--- src/rtl/uart_tx_framer.sv ---
// rtl/uart_tx_framer.sv - byte-wide UART transmit framer driven by an external bit timer
module uart_tx_framer #(
  parameter int DATA_BITS = 8,
  parameter int STOP_BITS = 1
) (
  input  logic       clock,
  input  logic       resetn,
  input  logic [7:0] data_in,
  input  logic       data_valid,
  output logic       data_ready,
  input  logic       baud_tick,
  output logic       timer_restart,
  output logic       timer_active,
  output logic       tx,
  output logic       busy
);

  localparam logic [1:0] S_IDLE  = 2'd0;
  localparam logic [1:0] S_START = 2'd1;
  localparam logic [1:0] S_DATA  = 2'd2;
  localparam logic [1:0] S_STOP  = 2'd3;

  localparam logic [2:0] LAST_DATA = 3'(DATA_BITS - 1);
  localparam logic [2:0] LAST_STOP = 3'(STOP_BITS - 1);
  localparam logic [7:0] DATA_MASK = 8'((1 << DATA_BITS) - 1);

  logic [1:0] state_q, state_d;
  logic [7:0] shift_q, shift_d;
  logic [2:0] cnt_q, cnt_d;
  logic       restart_q, restart_d;
  logic       tx_q, tx_d;
  logic       tick;

  // A tick seen while the timer is being reloaded is stale; dropping it keeps
  // restart pulses at least one cycle apart.
  assign tick = baud_tick && !restart_q;

  // Next-state logic; the bit counter is reused as the stop-bit counter.
  always_comb begin
    state_d   = state_q;
    shift_d   = shift_q;
    cnt_d     = cnt_q;
    restart_d = 1'b0;
    case (state_q)
      S_IDLE: begin
        if (data_valid) begin
          state_d   = S_START;
          shift_d   = data_in & DATA_MASK;
          cnt_d     = 3'd0;
          restart_d = 1'b1;
        end
      end
      S_START: begin
        if (tick) begin
          state_d   = S_DATA;
          restart_d = 1'b1;
        end
      end
      S_DATA: begin
        if (tick) begin
          shift_d   = {1'b0, shift_q[7:1]};
          restart_d = 1'b1;
          if (cnt_q == LAST_DATA) begin
            state_d = S_STOP;
            cnt_d   = 3'd0;
          end else begin
            cnt_d = cnt_q + 3'd1;
          end
        end
      end
      S_STOP: begin
        if (tick) begin
          if (cnt_q != LAST_STOP) begin
            cnt_d     = cnt_q + 3'd1;
            restart_d = 1'b1;
          end else begin
            state_d = S_IDLE;
          end
        end
      end
      default: state_d = S_IDLE;
    endcase
  end

  // Line level for the upcoming cycle, decoded from next state so tx can be a flop.
  always_comb begin
    tx_d = 1'b1;
    case (state_d)
      S_START: tx_d = 1'b0;
      S_DATA:  tx_d = shift_d[0];
      default: tx_d = 1'b1;
    endcase
  end

  // State registers; reset aborts any frame in progress and forces the line idle.
  always_ff @(posedge clock or negedge resetn) begin
    if (!resetn) begin
      state_q   <= S_IDLE;
      shift_q   <= 8'd0;
      cnt_q     <= 3'd0;
      restart_q <= 1'b0;
      tx_q      <= 1'b1;
    end else begin
      state_q   <= state_d;
      shift_q   <= shift_d;
      cnt_q     <= cnt_d;
      restart_q <= restart_d;
      tx_q      <= tx_d;
    end
  end

  assign tx            = tx_q;
  assign timer_restart = restart_q;
  assign data_ready    = (state_q == S_IDLE);
  assign busy          = (state_q != S_IDLE);
  assign timer_active  = (state_q != S_IDLE);

endmodule

--- config.mk ---
export PLATFORM = sky130hd
export DESIGN_NAME = uart_tx_framer
export DESIGN_NICKNAME = d
export VERILOG_FILES = /design/src/rtl/uart_tx_framer.sv
export SDC_FILE = /design/constraint.sdc
export NUM_CORES = 1
export LEC_CHECK = 0
export ABC_CLOCK_PERIOD_IN_PS = 4300
export CORE_MARGIN = 10
export CORE_UTILIZATION = 53
export DETAILED_ROUTE_END_ITERATION = 10
export GPL_TIMING_DRIVEN = 0
export PLACE_DENSITY = 0.9
export SLEW_MARGIN = 20
export SYNTH_ARGS = -nofsm -noshare
export SYNTH_HDL_FRONTEND = slang
export SYNTH_SLANG_ARGS = --single-unit
--- constraint.sdc ---
create_clock -name clock -period 4.3 [get_ports clock]
set_clock_uncertainty 0.15 [all_clocks]
set_input_delay 0.43 -clock clock [delete_from_list [all_inputs] [get_ports clock]]
set_output_delay 0.43 -clock clock [all_outputs]
set_load 0.02 [all_outputs]
Word level (Yosys, flattened, before mapping)
Index checks and enable logic that the tools add are counted.
Storage, ports and cells
  register bits after elaboration: 15
  input port bits: 12
  output and inout port bits: 5
  word-level logic and storage cells: 49
Operators by class
  reduce and logical (&&, ||, !) cells: 10
  muxes and demuxes: 22
  eq/ne operators: 10
  add/sub/neg operators: 1
Operators with widths (number)
  $mux W8: 2
  $pmux W8 S2: 1
  $mux W3: 5
  $mux W2: 6
  $pmux W3 S3: 1
  $ne A2 B2 Y1 const B: 4
  $pmux W2 S4: 1
  $eq A2 B2 Y1 const B: 3
  $reduce_bool A3 Y1: 2
  $reduce_and A5 Y1: 1
  $eq A2 B1 Y1 const B: 2
  $mux W1: 4
  $reduce_bool A2 Y1: 2
  $add A3 B1 Y3 const B: 1
  $eq A3 B3 Y1 const B: 1
  $pmux W1 S3: 1
  $reduce_and A3 Y1: 1
  $logic_not A2 Y1: 1
  $pmux W1 S2: 1
  $reduce_or A2 Y1: 1
  $logic_and A1 B1 Y1: 1
  $logic_not A1 Y1: 1

Logic depth before layout (Yosys ltp)
Gate-level depths: netlist of run 1.
  word-level depth: 6
  mapped depth: 8

Worst setup path before layout of run 1
No wires, ideal clock.
  kind: reg-to-reg
  start point: reg state_q[0]
  end point: reg tx_q (netlist: tx)
  buffers on the path: 0
  period minus slack after synthesis: 2.009 ns
  required time: 4.068 ns
  stages on the path, launching flop included: 8
  arrival time: 1.777 ns
  library setup time: 0.082 ns
  setup slack: 2.291 ns
  path through: dfrtp_1 > inv_1 > ha_1 > inv_2 > nor2_1 > a211oi_2 > o211ai_1 > mux2_2
Between the ends
  elaborated cells on any way between the ends: 15
  those cells by class: eq/ne (5); mux (9); reduce/logical (1)
RTL lines
  from (decl): line 27  | logic [1:0] state_q, state_d;
  from (signal assigned): line 104  | state_q <= state_d;
  $logic_not A2 Y1 *
  named net data_ready: line 10  | output logic data_ready,
  $pmux W2 S4: line 44  | case (state_q)
  $eq A2 B2 Y1 / $eq A2 B1 Y1 (equally long branches): line 88  | case (state_d)
  $pmux W1 S2 *: line 88
  named net tx_d: line 31  | logic tx_q, tx_d;
  to (signal assigned): line 108  | tx_q <= tx_d;
  to (decl): line 31
Mark *: on every way through the listed nets, which the timed path passes. The rest lies on a longest branch.
A chain may end at the register's enable or synchronous reset.

Worst setup path in the final report of run 1
  start point: reg state_q[1]
  end point: out timer_active
Between the ends
  longest elaborated chain between the ends: 1
RTL lines
  $reduce_bool A2 Y1: line 116  | assign timer_active = (state_q != S_IDLE);
  to (decl): line 13  | output logic timer_active,
No other way between the ends.

==> results_dict.tcl, run 1 <==
set metrics [dict create \
    outcome "finished, final reports clean" \
    yosys.cell_types.count 30 \
    r2r-start "state_q[0]" \
    grt_remaining_overflow 0 \
    rows 14 \
    drive_gt1_share_pct 11.9 \
    die_w_um 60.7 \
    synth-main-ff-cell "dfrtp_1" \
    cts.reportedPaths.clkPinSlew_ns 0.08 \
    cts_hold_repair.buffers 0 \
    vias 705 \
    tns_ns 0 \
    slowest_delay_ns 0.53 \
    fin_ws_ns 1.87 \
    final.period_utilization_pct 56.5 \
    crit_required_ns 3.72 \
    ioPinCount 17 \
    cts.sinks 15 \
    finalNetCount 129 \
    dp_hpwl_um 1490 \
    critPathKind "flip-flop to output pin" \
    r2r_cells 7 \
    vdd.ir_drop.worst_mv 0.396 \
    crit_path_start "state_q[1]" \
    fp.dieArea_sq_um 3680 \
    relSlewSlack_pct 57.6 \
    async_flop_share_pct 100 \
    p_leak_nw 0.464 \
    grt_start_max_net_pins 16 \
    finalMaxSlewViolations 0 \
    yosys_warnings 0 \
    global_route.usage.total_pct 10.1 \
    combPwrFrac_pct 60.8 \
    tightestPinTransition_ns 0.634 \
    crit_family "buffers and inverters" \
    p_clk_share_pct 8.9 \
    maxCapViolations 0 \
    post-cts-setup-buffers 0 \
    grt_pass1_wl_um 2850 \
    seq_area_frac_synth_pct 43.0 \
    die_y_um 60.7 \
    internal_power_mw 0.486 \
    cp_num_cells 5 \
    end_kind "output pin" \
    placed_cells 121 \
    worst_setup_path_start_kind "flip-flop" \
    endpoint "timer_active" \
    via_per_inst 5.64 \
    hold_viol_final 0 \
    crit_chain "inv_1, ha_1, inv_2, buf_4, clkdlybuf4s50_1" \
    clock_path_buffers 2 \
    utilization_pct 70.2 \
    grt_pass1_vias 683 \
    initialDrtViolationCount 23 \
    p_per_area_nw_per_um2 801 \
    synthToLayoutAreaGrowth_pct 23.6 \
    core_area_sq_um 1540 \
    reg2reg_to "cnt_q[0]" \
    synthesis.area_sq_um 876 \
    ctsHtreeMaxLevel 1 \
    max_freq_mhz 411 \
    crit_buf_inv 4 \
    synth.avg_cell_area_sq_um 9.84 \
    drt-total-wl_um 1820 \
    critPathMaxFanout 7 \
    wl_per_cell_um 14.5 \
    diodes 0 \
    postRouteAntennaNets 0 \
    cts_root_buf "clkbuf_4" \
    setup_violations 0 \
    min_period_ns 2.43 \
    cts_tree "built" \
    firstDrtPassIters 4 \
    post_cts_resized 0 \
    grt_antenna_before_repair 0 \
    drcViolationCount 0 \
    p_switching_mw 0.381 \
    synthCells 89 \
    p_sw_share_pct 43.9 \
    place_congestion 0.819 \
    stdcell_count 125 \
    hold_class "flip-flop to flip-flop" \
    rsz0062_at_grt "no" \
    cts_buffers 3 \
    regToRegSetupSlack_ns 2.16 \
    syn-num-nets 108 \
    synth_edf_count 0 \
    clk_latency_ns 0.28 \
    pre_cts_ws_ns 1.89 \
    start_util_pct 56.8 \
    numPortBuffers 16 \
    cp_slowest_cell "clkdlybuf4s50_1" \
    ys_ff_latch 15 \
    cp.arrival_ns 1.85 \
    seq_power_share_pct 30.3 \
]
[tightest hold or removal path, stage by stage, from the launching register on]
cell	delay [ns]
dfrtp_1	0.36
inv_1	0.06
o21ai_1	0.07
[cells in the mapped netlist (2+ instances only)]
cell | number | area share, %
ha_1 | 7 | 10
o21ai_1 | 2 | 1.1
o211ai_1 | 2 | 1.7
dfrtp_1 | 14 | 40
and2_1 | 3 | 2.1
a22oi_1 | 7 | 6.0
a21oi_1 | 7 | 4.0
buf_4 | 2 | 1.7
nor2_1 | 11 | 4.7
nand2b_1 | 3 | 2.1
nand2_1 | 2 | 0.86
mux2i_1 | 2 | 2.3
inv_1 | 8 | 3.4
o21ai_0 | 2 | 1.1
nand3_1 | 2 | 1.1
[state kept, by name (all words and copies together), names as in the netlist]
signal and count:
state_q 2, timer_restart 1, tx 1, shift_q 8, cnt_q 3
[layer usage]
metal	vias to the layer above	global-route usage (%)	routed length, um
li1	352	-	-
met1	325	10.9	774
met2	23	17.5	891
met3	5	2.51	113
met4	0	5.96	38
met5	-	0	0
[logic make-up (layout without fill, tap and decap cells)]
logic type,count (synthesis),in the layout,share of synthesized area (%)
compound gates,27,27,22.1
simple gates,23,23,12.7
flops,15,15,43.0
buf+inv,13,33,7.28
fa+ha+maj,7,7,10.0
mux,4,4,4.86
[worst min path at each step]
stage | start | end | slack, ns | depth (start not counted)
3_3_place_gp | shift_q[6] | shift_q[6] | 0.37 | 2
5_1_grt | resetn | cnt_q[1] | 0.41 | 1
2_1_floorplan | resetn | cnt_q[0] | -0.02 | 0
4_1_cts | shift_q[0] | shift_q[0] | 0.39 | 2
6_report | shift_q[0] | shift_q[0] | 0.38 | 2
3_5_place_dp | shift_q[0] | shift_q[0] | 0.37 | 2
[per-stage QoR]
step | hold WS [ns] | power [mW] | area (sq um)
after floorplan | -0.0156 | 0.641 | 876
after global placement | 0.366 | 0.760 | 1060
after detailed placement | 0.372 | 0.795 | 1060
after CTS | 0.392 | 0.872 | 1080
after global routing | 0.410 | 0.934 | 1080
final | 0.384 | 0.867 | 1080
[power groups by stage]
stage | Sequential, mW | Combinational [mW] | Clock [mW]
floorplan | 0.265 | 0.375 | 0
global placement | 0.258 | 0.502 | 0
detailed placement | 0.265 | 0.529 | 0
CTS | 0.262 | 0.532 | 0.0785
global route | 0.271 | 0.580 | 0.0828
finish | 0.262 | 0.527 | 0.0772
[cells in the final DEF (no fill, tap or decap), types with 2 or more instances in the layout]
cell / n
o21ai_0: 2
nand3_1: 2
clkdlybuf4s50_1: 16
o21ai_1: 2
o211ai_1: 2
nor2_1: 11
nand2b_1: 3
clkbuf_1: 2
and2_1: 3
nand2_1: 2
mux2i_1: 2
a21oi_1: 7
a22oi_1: 7
dfrtp_1: 14
inv_1: 8
clkbuf_4: 3
ha_1: 7
buf_4: 2
[final cells by class]
| class | count | area (sq um) |
|---|---|---|
| tap | 16 | 20.0 |
| buffer | 4 | 30.0 |
| timing repair buffer | 16 | 160 |
| inverter | 9 | 33.8 |
| clock buffer | 4 | 26.3 |
| fill | 116 | 459 |
| multi-input combinational | 61 | 435 |
| sequential | 15 | 377 |
(Power assumes the default switching activity.)
==> inputs of run 2 (changes only) <==
ABC_CLOCK_PERIOD_IN_PS = 2200   (was 4300)
CORE_UTILIZATION = 45   (was 53)
PLACE_DENSITY = 0.83   (was 0.9)
clock period = 2.2 ns   (was 4.3 ns; I/O delays follow)
==> run 2 against run 1 <==
Against the previous run: design area increased by 1.8%; setup slack lost 1.8 ns; flip-flop and latch count unchanged.
==> results_dict.tcl, run 2 (synthesis results as in run 1) <==
set metrics [dict create \
    cts_root_buf "clkbuf_4" \
    vias 678 \
    pre_cts_ws_ns 0.0395 \
    grt_pass1_wl_um 3280 \
    setup_violations 0 \
    cts_buffers 3 \
    p_sw_share_pct 43.6 \
    hold_class "primary input to asynchronous set/reset pin" \
    min_period_ns 2.11 \
    rows 15 \
    maxCapViolations 0 \
    largest-register "shift_q" \
    internal_power_mw 0.941 \
    r2r_cells 7 \
    slowest_delay_ns 0.42 \
    worst_setup_path_start_kind "flip-flop" \
    initialDrtViolationCount 14 \
    cp_slowest_cell "dfrtp_1" \
    synthToLayoutAreaGrowth_pct 25.9 \
    cp_num_cells 7 \
    hold-worst-slack_ns 0.181 \
    drcViolationCount 0 \
    p_per_area_nw_per_um2 1510 \
    fp.dieArea_sq_um 4110 \
    final.period_utilization_pct 95.8 \
    layout_commonest_cell "dfrtp_1" \
    grt_antenna_before_repair 0 \
    relSlewSlack_pct 56.6 \
    largest_reg_flops 8 \
    p_clk_share_pct 9.3 \
    fillers 154 \
    ctsHtreeMaxLevel 1 \
    critPathMaxFanout 9 \
    numPortBuffers 16 \
    grt_remaining_overflow 0 \
    regToRegSetupSlack_ns 0.09 \
    r2r-start "state_q[0]" \
    tightestPinTransition_ns 0.649 \
    fin_ws_ns 0.0929 \
    firstDrtPassIters 4 \
    core_area_sq_um 1780 \
    rsz0062_at_grt "yes" \
    post-cts-setup-buffers 0 \
    die_y_um 64.1 \
    drt-total-wl_um 1780 \
    crit_buf_inv 2 \
    biggestRegsByFlops "shift_q (8), cnt_q (3), state_q (2)" \
    diodes 0 \
    tns_ns 0 \
    postRouteAntennaNets 0 \
    seq_power_share_pct 30.9 \
    cts_hold_repair.buffers 0 \
    ioPinCount 17 \
    finalPower_mw 1.67 \
    clock_path_buffers 2 \
    crit_required_ns 2.22 \
    post_cts_resized 1 \
    hold_viol_final 0 \
    cts.sinks 15 \
    grt_pass1_vias 723 \
    cts.reportedPaths.clkPinSlew_ns 0.08 \
    crit_chain "inv_1, ha_1, and2_1, buf_6, nor2_2, a211oi_4, mux2_1" \
    outcome "finished, final reports clean" \
    start_util_pct 49.1 \
    clk_latency_ns 0.28 \
    finalNetCount 129 \
    drive_gt1_share_pct 12.8 \
    wl_per_cell_um 13.3 \
    via_per_inst 5.06 \
    reg2reg_to "cnt_q[0]" \
    die_w_um 64.1 \
    end_kind "flip-flop" \
    place_congestion 0.956 \
    dp_hpwl_um 1380 \
    final_cell_mix "dfrtp_1 (14), clkdlybuf4s50_1 (13), nor2_1 (11), inv_1 (8)" \
    global_route.usage.total_pct 9.59 \
    crit_family "flip-flops" \
    cp.arrival_ns 2.13 \
    p_switching_mw 0.727 \
    p_leak_nw 0.483 \
    cts_tree "built" \
    combPwrFrac_pct 59.9 \
    vdd.ir_drop.worst_mv 0.758 \
    finalMaxSlewViolations 0 \
    grt_start_max_net_pins 16 \
    critPathKind "flip-flop to flip-flop" \
    max_freq_mhz 475 \
]
-- run 2: cell count changes in the layout (fill, tap and decap cells not counted) --
cell / delta
a22oi_1: -1
a22oi_2: +1
clkdlybuf4s50_1: -3
dlygate4sd2_1: +1
dlymetal6s2s_1: +2
-- run 2: worst max path at each step --
stage | start | end | slack (ns)
after global routing | state_q[0] | shift_q[6] | -0.09
after CTS | state_q[0] | busy | 0.04
after global placement | baud_tick | cnt_q[0] | 0.08
after detailed placement | baud_tick | cnt_q[0] | 0.04
after floorplan | state_q[0] | tx | 0.19
final | state_q[0] | cnt_q[0] | 0.09
-- run 2: area by class of cell --
cell class / count / area [sq um] / share of cell area, %
repair buffers: 16 / 164 / 14.9
inverters: 9 / 33.8 / 3.06
flip-flops and latches: 15 / 377 / 34.2
multi-input cells: 61 / 440 / 40.0
plain buffers: 4 / 30.0 / 2.72
clock buffers: 4 / 26.3 / 2.38
well taps: 25 / 31.3 / 2.84
-- run 2: power groups by stage --
stage | sequential [mW] | clock [mW] | combinational [mW]
after floorplan | 0.518 | 0 | 0.734
after global placement | 0.508 | 0 | 0.977
after detailed placement | 0.514 | 0 | 1.01
after CTS | 0.512 | 0.161 | 1.00
after global routing | 0.534 | 0.174 | 1.13
final | 0.515 | 0.155 | 0.998
-- run 2: worst reg2reg max path: cells and delay by family, from the launching register on --
kind	cells	cell delay, ns
and+or+nand+nor	2	0.24
buffers and inverters	2	0.26
DFF	1	0.42
adders and majority gates	1	0.28
AOI/OAI and AO/OA	1	0.29
muxes	1	0.35
-- run 2: through the flow --
step	util, %	std cells	cell area [sq um]
3_3_place_gp	59.9	130	1070
6_report	61.8	134	1100
5_1_grt	61.8	134	1100
3_5_place_dp	59.9	130	1070
4_1_cts	61.3	134	1090
2_1_floorplan	-	89	876
-- run 2: per-layer routing --
metal  GRT usage, %  vias to the layer above  wire length (um)
li1               -                      347                 -
met1           12.2                      304               910
met2           14.3                       22               735
met3           2.44                        5                97
met4           5.61                        0                40
met5              0                        -                 0
==> RTL edit (config.mk and constraints of run 1) <==
Add an input register stage for `baud_tick`, without a reset; this delays it by one clock. The other inputs are not delayed to match.
--- a/src/rtl/uart_tx_framer.sv
+++ b/src/rtl/uart_tx_framer.sv
@@ -25,4 +25,10 @@
   localparam logic [7:0] DATA_MASK = 8'((1 << DATA_BITS) - 1);
 
+  logic baud_tick_q;
+
+  always_ff @(posedge clock) begin
+    baud_tick_q <= baud_tick;
+  end
+
   logic [1:0] state_q, state_d;
   logic [7:0] shift_q, shift_d;
@@ -34,5 +40,5 @@
   // A tick seen while the timer is being reloaded is stale; dropping it keeps
   // restart pulses at least one cycle apart.
-  assign tick = baud_tick && !restart_q;
+  assign tick = baud_tick_q && !restart_q;
 
   // Next-state logic; the bit counter is reused as the stop-bit counter.
Function: changed (Yosys sat finds a counterexample within 4 cycles, from zero or initial values and one cycle with resetn low).
==> RTL edit against run 1 <==
Final cell count up 0.80%; area after synthesis up 2.3%; sequential share of layout area grew 0.86 points; power grew 3.3%; sequential cell count grew 1; final area up 2.8%; worst setup slack worse by 0.021 ns; first-iteration DRC count fell by 39%; routed wire length is 4.2% higher; critical endpoint unchanged; highest routed layer unchanged.
==> RTL edit: results <==
metrics = {
    "critical_path": {
        "r2r_end": "shift_q[6]$_DFFE_PN0P_",
        "arrival_ns": 1.87,
        "rr_worst_depth": 8,
    },
    "status": {
        "status": "complete, no violations",
    },
    "routing": {
        "wl_met2_um": 945,
        "avgViaCountPerCell": 5.74,
        "vias": 723,
        "m1WireLength_um": 817,
        "routedWlPerCell_um": 15.0,
        "wl_met3_um": 81,
    },
    "sta": {
        "post-route-min-period_ns": 2.45,
        "relSlewSlack_pct": 58.5,
    },
    "yosys": {
        "muxShareOfSynthArea_pct": 4.75,
        "yosysUniqueCellTypes": 31,
        "synthesis.nets": 109,
        "async_reset_ff_share_pct": 93.8,
        "yosysSeqAreaShare_pct": 44.3,
        "synthAdderAreaFrac_pct": 9.78,
        "synth_compound_area_share_pct": 21.6,
        "synth_area_leaders": "dfrtp_1, ha_1, a22oi_1, nor2_1, a21oi_1",
    },
    "place": {
        "dpl.cell_count": 122,
        "hpwl_um": 1560,
        "gp_congestion": 0.844,
        "place_ws_ns": 2.06,
    },
    "global_routing": {
        "met2_usage_pct": 19.5,
        "grt_pass1_vias": 779,
        "met3_usage_pct": 2.06,
        "use_met1_pct": 13.2,
        "grt_pass1_wl_um": 3270,
        "grtUsageTotal_pct": 11.5,
    },
    "worst_hold_path": {
        "hp-class": "input pin to asynchronous set/reset pin",
    },
    "finish": {
        "n_fill_cell": 112,
        "fin_nets": 130,
        "final_layout_size_suffix_gt1_share_pct": 12.7,
    },
    "power": {
        "vdd_drop_max_uv": 465,
        "total_leakage_power_nw": 0.479,
    },
}
RTL edit: cell types whose count changed after synthesis:
cell,before,now
dfxtp_1,0,1
RTL edit: metrics by stage:
stage                     cell area, um^2  hold WS (ns)  utilization [%]
after floorplan                       896       -0.0156                -
after global placement               1080         0.366             69.0
after detailed placement             1080         0.375             69.0
after CTS                            1110         0.388             71.3
after global routing                 1110         0.426             71.3
final                                1110         0.371             71.3
RTL edit: layout make-up:
cell class	count	share of cell area (%)
repair buffers	16	14.4
well taps	16	1.80
plain buffers	4	2.70
multi-input cells	61	39.1
clock buffers	4	3.26
flip-flops and latches	16	35.7
inverters	9	3.04
RTL edit: worst max-delay path, delay by kind of cell, from the launching register on:
kind                     cells  cell delay, ns
buffers and inverters        4            0.89
adder cells (fa/ha/maj)      1            0.27
flip-flops                   1            0.42
RTL edit: where the power goes:
group / total (mW) / internal, mW / switching, mW
Sequential: 0.274 / 0.227 / 0.0470
Combinational: 0.523 / 0.231 / 0.291
Clock: 0.0980 / 0.0516 / 0.0464
